==> config.mk <==
export PLATFORM = sky130hd
export DESIGN_NAME = radix4_div
export DESIGN_NICKNAME = d
export VERILOG_FILES = /design/src/rtl/radix4_div_pkg.sv /design/src/rtl/radix4_div_step.sv /design/src/rtl/radix4_div.sv
export SDC_FILE = /design/constraint.sdc
export NUM_CORES = 1
export LEC_CHECK = 0
export CORE_MARGIN = 2
export CORE_UTILIZATION = 25
export DETAILED_ROUTE_END_ITERATION = 7
export GPL_ROUTABILITY_DRIVEN = 0
export PLACE_DENSITY = 0.44
export RECOVER_POWER = 50
export SYNTH_ARGS = -nofsm -noshare
export SYNTH_HDL_FRONTEND = slang
export SYNTH_SLANG_ARGS = --single-unit
==> constraint.sdc <==
create_clock -name CLK -period 19.3 [get_ports CLK]
set_clock_uncertainty 0.05 [all_clocks]
set_input_delay 2.895 -clock CLK [delete_from_list [all_inputs] [get_ports CLK]]
set_output_delay 2.895 -clock CLK [all_outputs]
set_load 0.005 [all_outputs]
==> src/rtl/radix4_div_pkg.sv <==
// radix4_div_pkg: shared state encoding and width-derived special-case result patterns
//   state_t          - divider FSM states
//   dbz_quotient(w)  - all-ones quotient returned for a zero divisor, w bits wide
//   min_int(w)       - most negative two's-complement value, w bits wide
package radix4_div_pkg;

   typedef enum logic [2:0] {IDLE, PREP, ITER, FIX, DONE} state_t;

   localparam int MAX_W = 64;
   localparam logic [MAX_W-1:0] ONES_MAX = '1;
   localparam logic [MAX_W-1:0] MSB_MAX = {1'b1, {(MAX_W-1){1'b0}}};

   function automatic logic [MAX_W-1:0] dbz_quotient(input int w);
      return ONES_MAX >> (MAX_W - w);
   endfunction

   function automatic logic [MAX_W-1:0] min_int(input int w);
      return MSB_MAX >> (MAX_W - w);
   endfunction

endpackage

==> src/rtl/radix4_div_step.sv <==
// radix4_div_step: one combinational radix-4 restoring division step
//   p_i    - partial remainder (WIDTH+2 bits, always below the divisor)
//   d_i    - divisor magnitude, zero-extended to WIDTH+2 bits
//   bits_i - next two dividend bits, MSB first
//   p_o    - next partial remainder
//   k_o    - quotient digit 0..3
module radix4_div_step
   import radix4_div_pkg::*;
#(
   parameter int WIDTH = 32
) (
   input  logic [WIDTH+1:0] p_i,
   input  logic [WIDTH+1:0] d_i,
   input  logic [1:0]       bits_i,
   output logic [WIDTH+1:0] p_o,
   output logic [1:0]       k_o
);
   // Working at WIDTH+4 bits keeps every operand bit live; since p_i < d_i the
   // upper bits of t are always zero and the result fits back into WIDTH+2 bits.
   logic [WIDTH+3:0] t, d1, d2, d3, kd;

   always_comb begin
      t   = {p_i, bits_i};
      d1  = {2'b00, d_i};
      d2  = d1 << 1;
      d3  = d1 + d2;
      k_o = t >= d3 ? 2'd3 : t >= d2 ? 2'd2 : t >= d1 ? 2'd1 : 2'd0;
      kd  = k_o == 2'd3 ? d3 : k_o == 2'd2 ? d2 : k_o == 2'd1 ? d1 : '0;
      p_o = (WIDTH+2)'(t - kd);
   end

endmodule

==> src/rtl/radix4_div.sv <==
// radix4_div: iterative radix-4 integer divider with RISC-V DIV/REM semantics
//   CLK, rst_n        - clock and synchronous active-low reset
//   vld_in / rdy_in   - operand handshake (A dividend, B divisor)
//   vld_out / rdy_out - result handshake (Q quotient, R remainder, dbz divide-by-zero)
module radix4_div
   import radix4_div_pkg::*;
#(
   parameter int WIDTH  = 32,
   parameter bit SIGNED = 1'b1
) (
   input  logic             CLK,
   input  logic             rst_n,
   input  logic             vld_in,
   output logic             rdy_in,
   input  logic [WIDTH-1:0] A,
   input  logic [WIDTH-1:0] B,
   output logic [WIDTH-1:0] Q,
   output logic [WIDTH-1:0] R,
   output logic             dbz,
   output logic             vld_out,
   input  logic             rdy_out
);
   localparam int CW = $clog2(WIDTH/2);
   localparam logic [CW-1:0] LAST = CW'(WIDTH/2 - 1);
   localparam logic [WIDTH-1:0] ALL_ONES = WIDTH'(dbz_quotient(WIDTH));
   localparam logic [WIDTH-1:0] MIN_INT  = WIDTH'(min_int(WIDTH));

   state_t           state_q;
   logic [WIDTH-1:0] a_q, b_q, sr_q, q_q, r_q;
   logic [WIDTH+1:0] p_q, d_q, p_d;
   logic [CW-1:0]    cnt_q;
   logic [1:0]       k_d;
   logic             sa_q, sb_q, dbz_q, vld_q;
   logic             a_neg, b_neg;
   logic [WIDTH-1:0] a_mag, b_mag;

   assign a_neg   = SIGNED && a_q[WIDTH-1];
   assign b_neg   = SIGNED && b_q[WIDTH-1];
   assign a_mag   = a_neg ? -a_q : a_q;
   assign b_mag   = b_neg ? -b_q : b_q;
   assign rdy_in  = state_q == IDLE;
   assign Q       = q_q;
   assign R       = r_q;
   assign dbz     = dbz_q;
   assign vld_out = vld_q;

   // The dividend shift register doubles as the quotient register: each step
   // shifts two dividend bits out of the top and the new digit in at the bottom.
   radix4_div_step #(.WIDTH(WIDTH)) u_step (
      .p_i    (p_q),
      .d_i    (d_q),
      .bits_i (sr_q[WIDTH-1:WIDTH-2]),
      .p_o    (p_d),
      .k_o    (k_d)
   );

   always_ff @(posedge CLK) begin
      if (!rst_n) begin
         state_q <= IDLE;
         q_q     <= '0;
         r_q     <= '0;
         dbz_q   <= 1'b0;
         vld_q   <= 1'b0;
         cnt_q   <= '0;
      end else begin
         case (state_q)
            IDLE: if (vld_in) begin
               a_q     <= A;
               b_q     <= B;
               state_q <= PREP;
            end
            PREP: begin
               sa_q <= a_neg;
               sb_q <= b_neg;
               if (b_q == '0) begin
                  q_q     <= ALL_ONES;
                  r_q     <= a_q;
                  dbz_q   <= 1'b1;
                  vld_q   <= 1'b1;
                  state_q <= DONE;
               end else if (SIGNED && a_q == MIN_INT && b_q == ALL_ONES) begin
                  q_q     <= MIN_INT;
                  r_q     <= '0;
                  dbz_q   <= 1'b0;
                  vld_q   <= 1'b1;
                  state_q <= DONE;
               end else begin
                  p_q     <= '0;
                  d_q     <= {2'b00, b_mag};
                  sr_q    <= a_mag;
                  cnt_q   <= '0;
                  state_q <= ITER;
               end
            end
            ITER: begin
               p_q   <= p_d;
               sr_q  <= {sr_q[WIDTH-3:0], k_d};
               cnt_q <= cnt_q + 1'b1;
               if (cnt_q == LAST) state_q <= FIX;
            end
            FIX: begin
               q_q     <= (sa_q ^ sb_q) ? -sr_q : sr_q;
               r_q     <= sa_q ? -WIDTH'(p_q) : WIDTH'(p_q);
               dbz_q   <= 1'b0;
               vld_q   <= 1'b1;
               state_q <= DONE;
            end
            DONE: if (rdy_out) begin
               vld_q   <= 1'b0;
               state_q <= IDLE;
            end
            default: state_q <= IDLE;
         endcase
      end
   end

endmodule
==> results of run 1 <==
-- final timing paths --
kind	from	depth (start not counted)	slack [ns]	endpoint
max reg2reg	d_q[0]$_DFFE_PP_	28	10.99	p_q[33]$_SDFFCE_PN0P_
min reg2reg	R[23]$_SDFFE_PN0P_	2	0.41	R[23]$_SDFFE_PN0P_
max	d_q[0]$_DFFE_PP_	28	10.99	p_q[33]$_SDFFCE_PN0P_
min	R[23]$_SDFFE_PN0P_	2	0.41	R[23]$_SDFFE_PN0P_
-- final cells by class --
| cell class | count | area, um2 |
|---|---|---|
| flip-flops and latches | 237 | 6390 |
| multi-input cells | 1390 | 9910 |
| well taps | 864 | 1080 |
| clock buffers | 39 | 816 |
| fillers | 6908 | 46100 |
| inverters | 68 | 255 |
| clock inverters | 13 | 86.3 |
| repair buffers | 149 | 1440 |
-- flip-flops by register name (all words and copies together), names as in the netlist, 3 cells and up --
name / cells
p_q: 34
Q: 32
R: 32
a_q: 32
b_q: 32
d_q: 32
sr_q: 32
cnt_q: 4
state_q: 3
-- Yosys cell counts (all sizes together), types with 5 or more instances --
cell,n,area share
ha,169,0.13
edfxtp,164,0.29
nor2,162,0.036
a21oi,136,0.041
nand2,119,0.027
o21ai,117,0.035
xnor2,91,0.048
xor2,78,0.041
dfxtp,73,0.087
inv,68,0.015
clkbuf,58,0.013
a221oi,46,0.024
nor3,40,0.012
a21o,37,0.017
a22oi,36,0.017
or3,33,0.013
o31ai,28,0.014
mux2,27,0.018
nand4,27,0.010
nand3,21,0.0063
nand2b,19,0.0071
nor2b,18,0.0067
o41ai,15,0.0078
nor4,14,0.0056
o21a,14,0.0063
or4,12,0.0058
o21bai,10,0.0045
buf,9,0.0030
a211oi,8,0.0036
and2,8,0.0030
or2,8,0.0030
a22o,7,0.0037
and3,7,0.0026
o211ai,7,0.0031
a211o,6,0.0031
a31o,6,0.0031
a31oi,6,0.0022
nor3b,6,0.0027
mux2i,5,0.0030
o221a,5,0.0034
or3b,5,0.0026
-- through the flow --
step	setup WS (ns)	total power [uW]	util	area (um2)	hold WS [ns]
2_1_floorplan	12.17	1120	-	16800	0.374
5_1_grt	10.41	1940	0.302	20000	0.426
3_5_place_dp	11.04	1310	0.289	19100	0.402
4_1_cts	10.98	1840	0.302	20000	0.414
3_3_place_gp	11.19	1300	0.289	19100	0.404
6_report	10.99	1820	0.302	20000	0.408
-- logic make-up after synthesis --
logic type | count (synthesis) | synth area share
buf+inv | 135 | 0.0312
mux | 32 | 0.0211
fa+ha+maj | 171 | 0.128
flops | 237 | 0.381
simple gates | 510 | 0.149
xor+xnor | 169 | 0.0883
compound gates | 508 | 0.201
-- metal layers --
metal	part of all wire	routed length, um
met5	0	0
met4	0.023	1170
met3	0.038	1900
met2	0.44	22300
met1	0.49	24800
-- tightest hold or removal path: cells and delay by family, from the launching register on --
family           cells  cell delay [ns]
flip-flops           1             0.31
AND/OR/NAND/NOR      1             0.05
AO/OA/AOI/OAI        1             0.05
-- power groups by stage --
| stage | sequential, uW | combinational, uW | clock [uW] |
|---|---|---|---|
| 2_1_floorplan | 651 | 473 | 0 |
| 3_3_place_gp | 677 | 626 | 0 |
| 3_5_place_dp | 678 | 630 | 0 |
| 4_1_cts | 667 | 634 | 537 |
| 5_1_grt | 674 | 710 | 555 |
| 6_report | 668 | 631 | 519 |
==> impl_metrics.prom, run 1 <==
# TYPE chip_impl_metric gauge
chip_impl_metric{name="path_buf_inv",unit=""} 1
chip_impl_metric{name="met1_usage",unit=""} 0.199
chip_impl_metric{name="post_cts_hold_buffer_count",unit=""} 0
chip_impl_metric{name="power.density_cell_area",unit="nW/um2"} 91.0
chip_impl_metric{name="synthesis.area",unit="um2"} 16800
chip_impl_metric{name="firstDrtPassIters",unit=""} 6
chip_impl_metric{name="synth_sequential_area_ratio",unit=""} 0.381
chip_impl_info{name="clockRootBuffer",value="sky130_fd_sc_hd__clkbuf_16"} 1
chip_impl_info{name="unrepaired_setup_endpoints_after_global_routing",value="false"} 1
chip_impl_metric{name="number_of_antenna_violations_at_the_first_check_in_global_routing",unit=""} 1
chip_impl_metric{name="ys_warn_count",unit=""} 0
chip_impl_metric{name="max-slew-margin-rel",unit=""} -1.18
chip_impl_metric{name="max-clock-path-buffers",unit=""} 3
chip_impl_metric{name="drt-total-wl",unit="um"} 50100
chip_impl_metric{name="area_delta_synth_final",unit="%"} 19.1
chip_impl_metric{name="design.die.area",unit="um2"} 69200
chip_impl_metric{name="number_of_flops_mapped_to_enable_cells_by_yosys",unit=""} 164
chip_impl_info{name="worstHoldPathType",value="reg -> reg"} 1
chip_impl_info{name="startpoint_type_of_the_worst_setup_path",value="flip-flop"} 1
chip_impl_metric{name="cts_sinks",unit=""} 237
chip_impl_metric{name="detail_route.iter0.violations",unit=""} 1044
chip_impl_metric{name="total_global_routing_overflow",unit=""} 0
chip_impl_info{name="gr-max-usage-layer",value="met2"} 1
chip_impl_metric{name="syn_area_per_cell",unit="um2"} 9.52
chip_impl_info{name="failed_checks",value="capacitance limit, slew limit"} 1
chip_impl_metric{name="cts.reportedPaths.clkPinSlew",unit="ns"} 0.07
chip_impl_metric{name="ys_async_sr_fraction",unit=""} 0
chip_impl_metric{name="final_ant_viol_nets",unit=""} 0
chip_impl_metric{name="period_needed",unit="ns"} 8.31
chip_impl_metric{name="p_clk_frac",unit=""} 0.285
chip_impl_metric{name="switchingPower",unit="uW"} 647
chip_impl_metric{name="syn_inst",unit=""} 1762
chip_impl_metric{name="via_density_per_instance",unit=""} 5.00
chip_impl_metric{name="worstPathRequired",unit="ns"} 19.57
chip_impl_metric{name="drc",unit=""} 0
chip_impl_metric{name="postCtsSetupBuffers",unit=""} 0
chip_impl_metric{name="sequentialPowerShare",unit=""} 0.367
chip_impl_metric{name="clk_latency",unit="ns"} 0.59
chip_impl_metric{name="num_io_pins",unit=""} 135
chip_impl_metric{name="register_bit_count_reported_by_yosys",unit=""} 237
chip_impl_metric{name="layout-drive-gt1-share",unit=""} 0.0649
chip_impl_metric{name="grtUsageMet3",unit=""} 0.0176
chip_impl_metric{name="highest_clock_frequency_the_design_can_meet",unit="GHz"} 0.120
chip_impl_info{name="layout.cells.most_common_list",value="169 x sky130_fd_sc_hd__ha_1, 164 x sky130_fd_sc_hd__edfxtp_1, 160 x sky130_fd_sc_hd__nor2_1, 134 x sky130_fd_sc_hd__a21oi_1"} 1
chip_impl_info{name="run_status",value="finished with violations"} 1
chip_impl_metric{name="timing.final.hold_violations",unit=""} 0
chip_impl_metric{name="initial_core_util",unit=""} 0.254
chip_impl_metric{name="p_leak",unit="uW"} 0.00752
chip_impl_metric{name="timing.final.max_slew_violations",unit=""} 136
chip_impl_metric{name="antenna-diode-count",unit=""} 0
chip_impl_metric{name="number_of_h_tree_branching_levels",unit=""} 1
chip_impl_metric{name="max_cap_violations",unit=""} 3
chip_impl_metric{name="vias",unit=""} 13800
chip_impl_info{name="ys_dominant_reg_cell",value="sky130_fd_sc_hd__edfxtp_1"} 1
chip_impl_metric{name="crit_path_max_fanout",unit=""} 27
chip_impl_metric{name="timing_worst_slew_pin_value",unit="ns"} 3.27
chip_impl_metric{name="grtUsageTotal",unit=""} 0.141
chip_impl_info{name="critical_path.top_delay_family",value="compound AO/OA/AOI/OAI gates"} 1
chip_impl_metric{name="worst_ep_arrival_time",unit="ns"} 8.58
chip_impl_metric{name="die_y",unit="um"} 263
chip_impl_metric{name="globalRouteMet2Util",unit=""} 0.229
chip_impl_metric{name="grt_pass1_wl",unit="um"} 77700
chip_impl_metric{name="synth_cell_type_count",unit=""} 74
chip_impl_metric{name="fin_tns_setup",unit="ns"} 0
chip_impl_metric{name="vdd_drop_max",unit="mV"} 0.0639
chip_impl_metric{name="combPwrFrac",unit=""} 0.347
chip_impl_metric{name="finalSetupViolations",unit=""} 0
chip_impl_metric{name="critPathMaxStageDelay",unit="ns"} 0.54
chip_impl_metric{name="placedCellCount",unit=""} 2708
chip_impl_metric{name="grt_pass1_vias",unit=""} 13400
chip_impl_metric{name="cts_repair_resize_count",unit=""} 0
chip_impl_metric{name="power_switching_share",unit=""} 0.356
chip_impl_info{name="critical_path_class",value="reg -> reg"} 1
chip_impl_metric{name="grt_max_degree",unit=""} 67
chip_impl_metric{name="cts-buffers-inserted",unit=""} 28
chip_impl_metric{name="core-area",unit="um2"} 66100
chip_impl_metric{name="p_int",unit="uW"} 1170
chip_impl_metric{name="port-buffer-count",unit=""} 134
chip_impl_metric{name="route.detailed.wl_per_inst",unit="um"} 18.1
chip_impl_metric{name="synth.net_count",unit=""} 2001
chip_impl_info{name="critical_path.endpoint_type",value="flip-flop"} 1
chip_impl_metric{name="dp_hpwl",unit="um"} 39000
chip_impl_info{name="timing.critical_path.slowest_stage_cell",value="sky130_fd_sc_hd__a21oi_4"} 1
chip_impl_metric{name="layout.cells.non_filler",unit=""} 2760
chip_impl_info{name="tritoncts",value="yes"} 1
chip_impl_metric{name="dieWidth",unit="um"} 263
chip_impl_metric{name="fin_nets",unit=""} 2113
chip_impl_metric{name="core.rowCount",unit=""} 94
chip_impl_metric{name="layout_worst_path_cycle_share",unit=""} 0.431
chip_impl_info{name="most_frequent_standard_cell_in_the_layout_excluding_fill_and_tap_cells",value="sky130_fd_sc_hd__ha_1"} 1
Note: power is estimated with default switching activity, not from simulation.
==> run 2, diff against run 1 <==
- clock period: 19.3 -> 8.3 ns (I/O delays scaled with it)
==> run 2 against run 1 <==
  * Critical path depth is the same
  * Register-to-register slack worse by 10 ns
  * Critical path type unchanged
  * Clock power rose to 2.6 times the previous value
  * Maximum frequency is 8.6% higher
  * The flow still finishes with violations (capacitance limit, slew limit)
  * Utilization up 0.21 points
  * Combinational power up 130%
  * Global-route usage is 0.099 points higher
  * Sequential share of layout area down 0.22 points
  * First-iteration DRC count grew 5.1%
  * Final cell count is 0.14% higher
  * Power rose by 140%
==> impl_metrics.prom, run 2 (synthesis results as in run 1) <==
# TYPE chip_impl_metric gauge
chip_impl_metric{name="firstDrtPassIters",unit=""} 5
chip_impl_metric{name="worst_ep_arrival_time",unit="ns"} 7.96
chip_impl_metric{name="design.die.area",unit="um2"} 69200
chip_impl_metric{name="period_needed",unit="ns"} 7.66
chip_impl_metric{name="cts_sinks",unit=""} 237
chip_impl_info{name="startpoint_type_of_the_worst_setup_path",value="flip-flop"} 1
chip_impl_metric{name="antenna-diode-count",unit=""} 0
chip_impl_metric{name="route.detailed.wl_per_inst",unit="um"} 18.1
chip_impl_metric{name="die_y",unit="um"} 263
chip_impl_metric{name="vdd_drop_max",unit="mV"} 0.159
chip_impl_metric{name="r2r_cells",unit=""} 28
chip_impl_metric{name="fin_tns_setup",unit="ns"} 0
chip_impl_metric{name="port-buffer-count",unit=""} 134
chip_impl_metric{name="cts-buffers-inserted",unit=""} 30
chip_impl_metric{name="sequentialPowerShare",unit=""} 0.356
chip_impl_info{name="worstHoldPathType",value="reg -> reg"} 1
chip_impl_metric{name="clk_latency",unit="ns"} 0.60
chip_impl_metric{name="detail_route.iter0.violations",unit=""} 1097
chip_impl_metric{name="dpl-instance-area",unit="um2"} 19100
chip_impl_metric{name="total_global_routing_overflow",unit=""} 0
chip_impl_metric{name="max-clock-path-buffers",unit=""} 3
chip_impl_info{name="worst_r2r_endpoint",value="p_q[33]$_SDFFCE_PN0P_"} 1
chip_impl_metric{name="initial_core_util",unit=""} 0.254
chip_impl_metric{name="final_ant_viol_nets",unit=""} 0
chip_impl_metric{name="drc",unit=""} 0
chip_impl_metric{name="combPwrFrac",unit=""} 0.335
chip_impl_metric{name="layout_worst_path_cycle_share",unit=""} 0.923
chip_impl_metric{name="timing.final.max_slew_violations",unit=""} 168
chip_impl_metric{name="power.density_cell_area",unit="nW/um2"} 217
chip_impl_metric{name="setup_slack_reg_to_reg",unit="ns"} 0.64
chip_impl_info{name="most_frequent_standard_cell_in_the_layout_excluding_fill_and_tap_cells",value="sky130_fd_sc_hd__ha_1"} 1
chip_impl_metric{name="critPathMaxStageDelay",unit="ns"} 0.50
chip_impl_metric{name="core.rowCount",unit=""} 94
chip_impl_info{name="timing.critical_path.slowest_stage_cell",value="sky130_fd_sc_hd__edfxtp_1"} 1
chip_impl_metric{name="worstPathRequired",unit="ns"} 8.61
chip_impl_metric{name="number_of_antenna_violations_at_the_first_check_in_global_routing",unit=""} 2
chip_impl_metric{name="grt_pass1_wl",unit="um"} 78700
chip_impl_metric{name="timing.final.hold_violations",unit=""} 0
chip_impl_metric{name="number_of_h_tree_branching_levels",unit=""} 1
chip_impl_metric{name="dieWidth",unit="um"} 263
chip_impl_metric{name="dp_hpwl",unit="um"} 38900
chip_impl_metric{name="grt_pass1_vias",unit=""} 13600
chip_impl_metric{name="max_cap_violations",unit=""} 3
chip_impl_metric{name="finalCoreUtilization",unit=""} 0.304
chip_impl_metric{name="fin_nets",unit=""} 2118
chip_impl_info{name="hp-start",value="R[28]$_SDFFE_PN0P_"} 1
chip_impl_metric{name="via_density_per_instance",unit=""} 4.94
chip_impl_metric{name="stdcell_area",unit="um2"} 20100
chip_impl_info{name="unrepaired_setup_endpoints_after_global_routing",value="false"} 1
chip_impl_metric{name="num_io_pins",unit=""} 135
chip_impl_metric{name="drt-total-wl",unit="um"} 50000
chip_impl_metric{name="crit_path_max_fanout",unit=""} 29
chip_impl_metric{name="hold_path_depth",unit=""} 2
chip_impl_info{name="min_to",value="R[28]$_SDFFE_PN0P_"} 1
chip_impl_info{name="clockRootBuffer",value="sky130_fd_sc_hd__clkbuf_16"} 1
chip_impl_metric{name="p_int",unit="uW"} 2850
chip_impl_metric{name="finalSetupViolations",unit=""} 0
chip_impl_metric{name="area_delta_synth_final",unit="%"} 19.9
chip_impl_metric{name="flip_flop_count_of_the_largest_register_after_layout",unit=""} 34
chip_impl_metric{name="grt_max_degree",unit=""} 67
chip_impl_metric{name="cts.reportedPaths.clkPinSlew",unit="ns"} 0.07
chip_impl_metric{name="grtUsageTotal",unit=""} 0.142
chip_impl_metric{name="highest_clock_frequency_the_design_can_meet",unit="GHz"} 0.131
chip_impl_metric{name="max-slew-margin-rel",unit=""} -1.13
chip_impl_metric{name="timing_worst_slew_pin_value",unit="ns"} 3.20
chip_impl_metric{name="post_cts_hold_buffer_count",unit=""} 0
chip_impl_info{name="critical_path.top_delay_family",value="compound AO/OA/AOI/OAI gates"} 1
chip_impl_metric{name="vias",unit=""} 13600
chip_impl_info{name="layout.cells.most_common_list",value="169 x sky130_fd_sc_hd__ha_1, 164 x sky130_fd_sc_hd__edfxtp_1, 160 x sky130_fd_sc_hd__nor2_1, 133 x sky130_fd_sc_hd__a21oi_1, 131 x sky130_fd_sc_hd__dlygate4sd3_1"} 1
chip_impl_metric{name="switchingPower",unit="uW"} 1510
chip_impl_metric{name="path_buf_inv",unit=""} 1
chip_impl_metric{name="layout-drive-gt1-share",unit=""} 0.0679
chip_impl_metric{name="core-area",unit="um2"} 66100
chip_impl_info{name="critical_path.endpoint_type",value="flip-flop"} 1
chip_impl_info{name="critical_path_class",value="reg -> reg"} 1
chip_impl_metric{name="fillerInstances",unit=""} 6926
chip_impl_metric{name="power_switching_share",unit=""} 0.346
chip_impl_info{name="tritoncts",value="yes"} 1
chip_impl_info{name="failed_checks",value="capacitance limit, slew limit"} 1
chip_impl_metric{name="p_clk_frac",unit=""} 0.308
chip_impl_info{name="run_status",value="finished with violations"} 1
chip_impl_info{name="rr_startpoint",value="d_q[1]$_DFFE_PP_"} 1
chip_impl_info{name="regMostFlops",value="p_q"} 1
chip_impl_metric{name="p_leak",unit="uW"} 0.00763
[run 2: cell count changes in the layout (fill, tap and decap cells not counted), moves of 3 or more]
cell                              delta
sky130_fd_sc_hd__buf_4               +4
sky130_fd_sc_hd__bufinv_16           +5
sky130_fd_sc_hd__clkbuf_1            -3
sky130_fd_sc_hd__clkdlybuf4s50_1    -13
sky130_fd_sc_hd__clkinv_1            +4
sky130_fd_sc_hd__clkinv_2            -5
sky130_fd_sc_hd__dlygate4sd3_1      +13
[run 2: power groups by stage]
stage                     logic (uW)  registers (uW)  clock network (uW)
after global placement          1460            1570                   0
after floorplan                 1100            1510                   0
after CTS                       1470            1550                1390
final                           1460            1550                1350
after global routing            1650            1570                1430
after detailed placement        1470            1580                   0
[run 2: stage by stage]
stage | power (uW) | instances | hold WS (ns) | setup slack [ns]
after floorplan | 2610 | 1762 | 0.374 | 1.17
after global placement | 3030 | 2710 | 0.405 | 0.522
after detailed placement | 3040 | 2710 | 0.399 | 0.364
after CTS | 4420 | 2763 | 0.405 | 0.327
after global routing | 4650 | 2764 | 0.429 | 0.102
final | 4360 | 2764 | 0.398 | 0.643
[run 2: metal layers]
| metal | GRT usage | up-vias | wire (um) |
|---|---|---|---|
| met5 | 0 | - | 0 |
| met4 | 0.0290 | 0 | 986 |
| met3 | 0.0174 | 57 | 2160 |
| met2 | 0.231 | 282 | 22400 |
| met1 | 0.201 | 6438 | 24500 |
| li1 | - | 6870 | - |
[run 2: worst max-delay path by stage]
stage | start | endpoint | slack, ns | cells past startpoint
detailed placement | d_q[1]$_DFFE_PP_ | p_q[30]$_SDFFCE_PN0P_ | 0.36 | 30
floorplan | d_q[1]$_DFFE_PP_ | p_q[33]$_SDFFCE_PN0P_ | 1.17 | 29
global route | d_q[1]$_DFFE_PP_ | p_q[30]$_SDFFCE_PN0P_ | 0.10 | 31
global placement | d_q[0]$_DFFE_PP_ | p_q[33]$_SDFFCE_PN0P_ | 0.52 | 29
CTS | d_q[1]$_DFFE_PP_ | p_q[30]$_SDFFCE_PN0P_ | 0.33 | 30
finish | d_q[1]$_DFFE_PP_ | p_q[33]$_SDFFCE_PN0P_ | 0.64 | 28
[run 2: what timing repair did]
item                       in CTS  in global routing
gates resized for setup         0                  3
buffers inserted                0                  1
setup endpoints to repair       0                  6
[run 2: final cells by class]
cell class	count	area [um2]	area share
clock buffer	35	769	0.0383
clock inverter	18	238	0.0118
inverter	68	255	0.0127
multi-input combinational	1390	9920	0.493
sequential	237	6390	0.318
tap	864	1080	0.0537
timing repair buffer	152	1470	0.0728
[run 2: worst register-to-register path: cells and delay by family (launching register included)]
kind            cells  cell delay, ns
flops               1            0.50
fa+ha+maj           4            1.34
compound gates     17            4.04
mux                 1            0.40
xor+xnor            1            0.22
buf+inv             1            0.39
simple gates        4            0.48
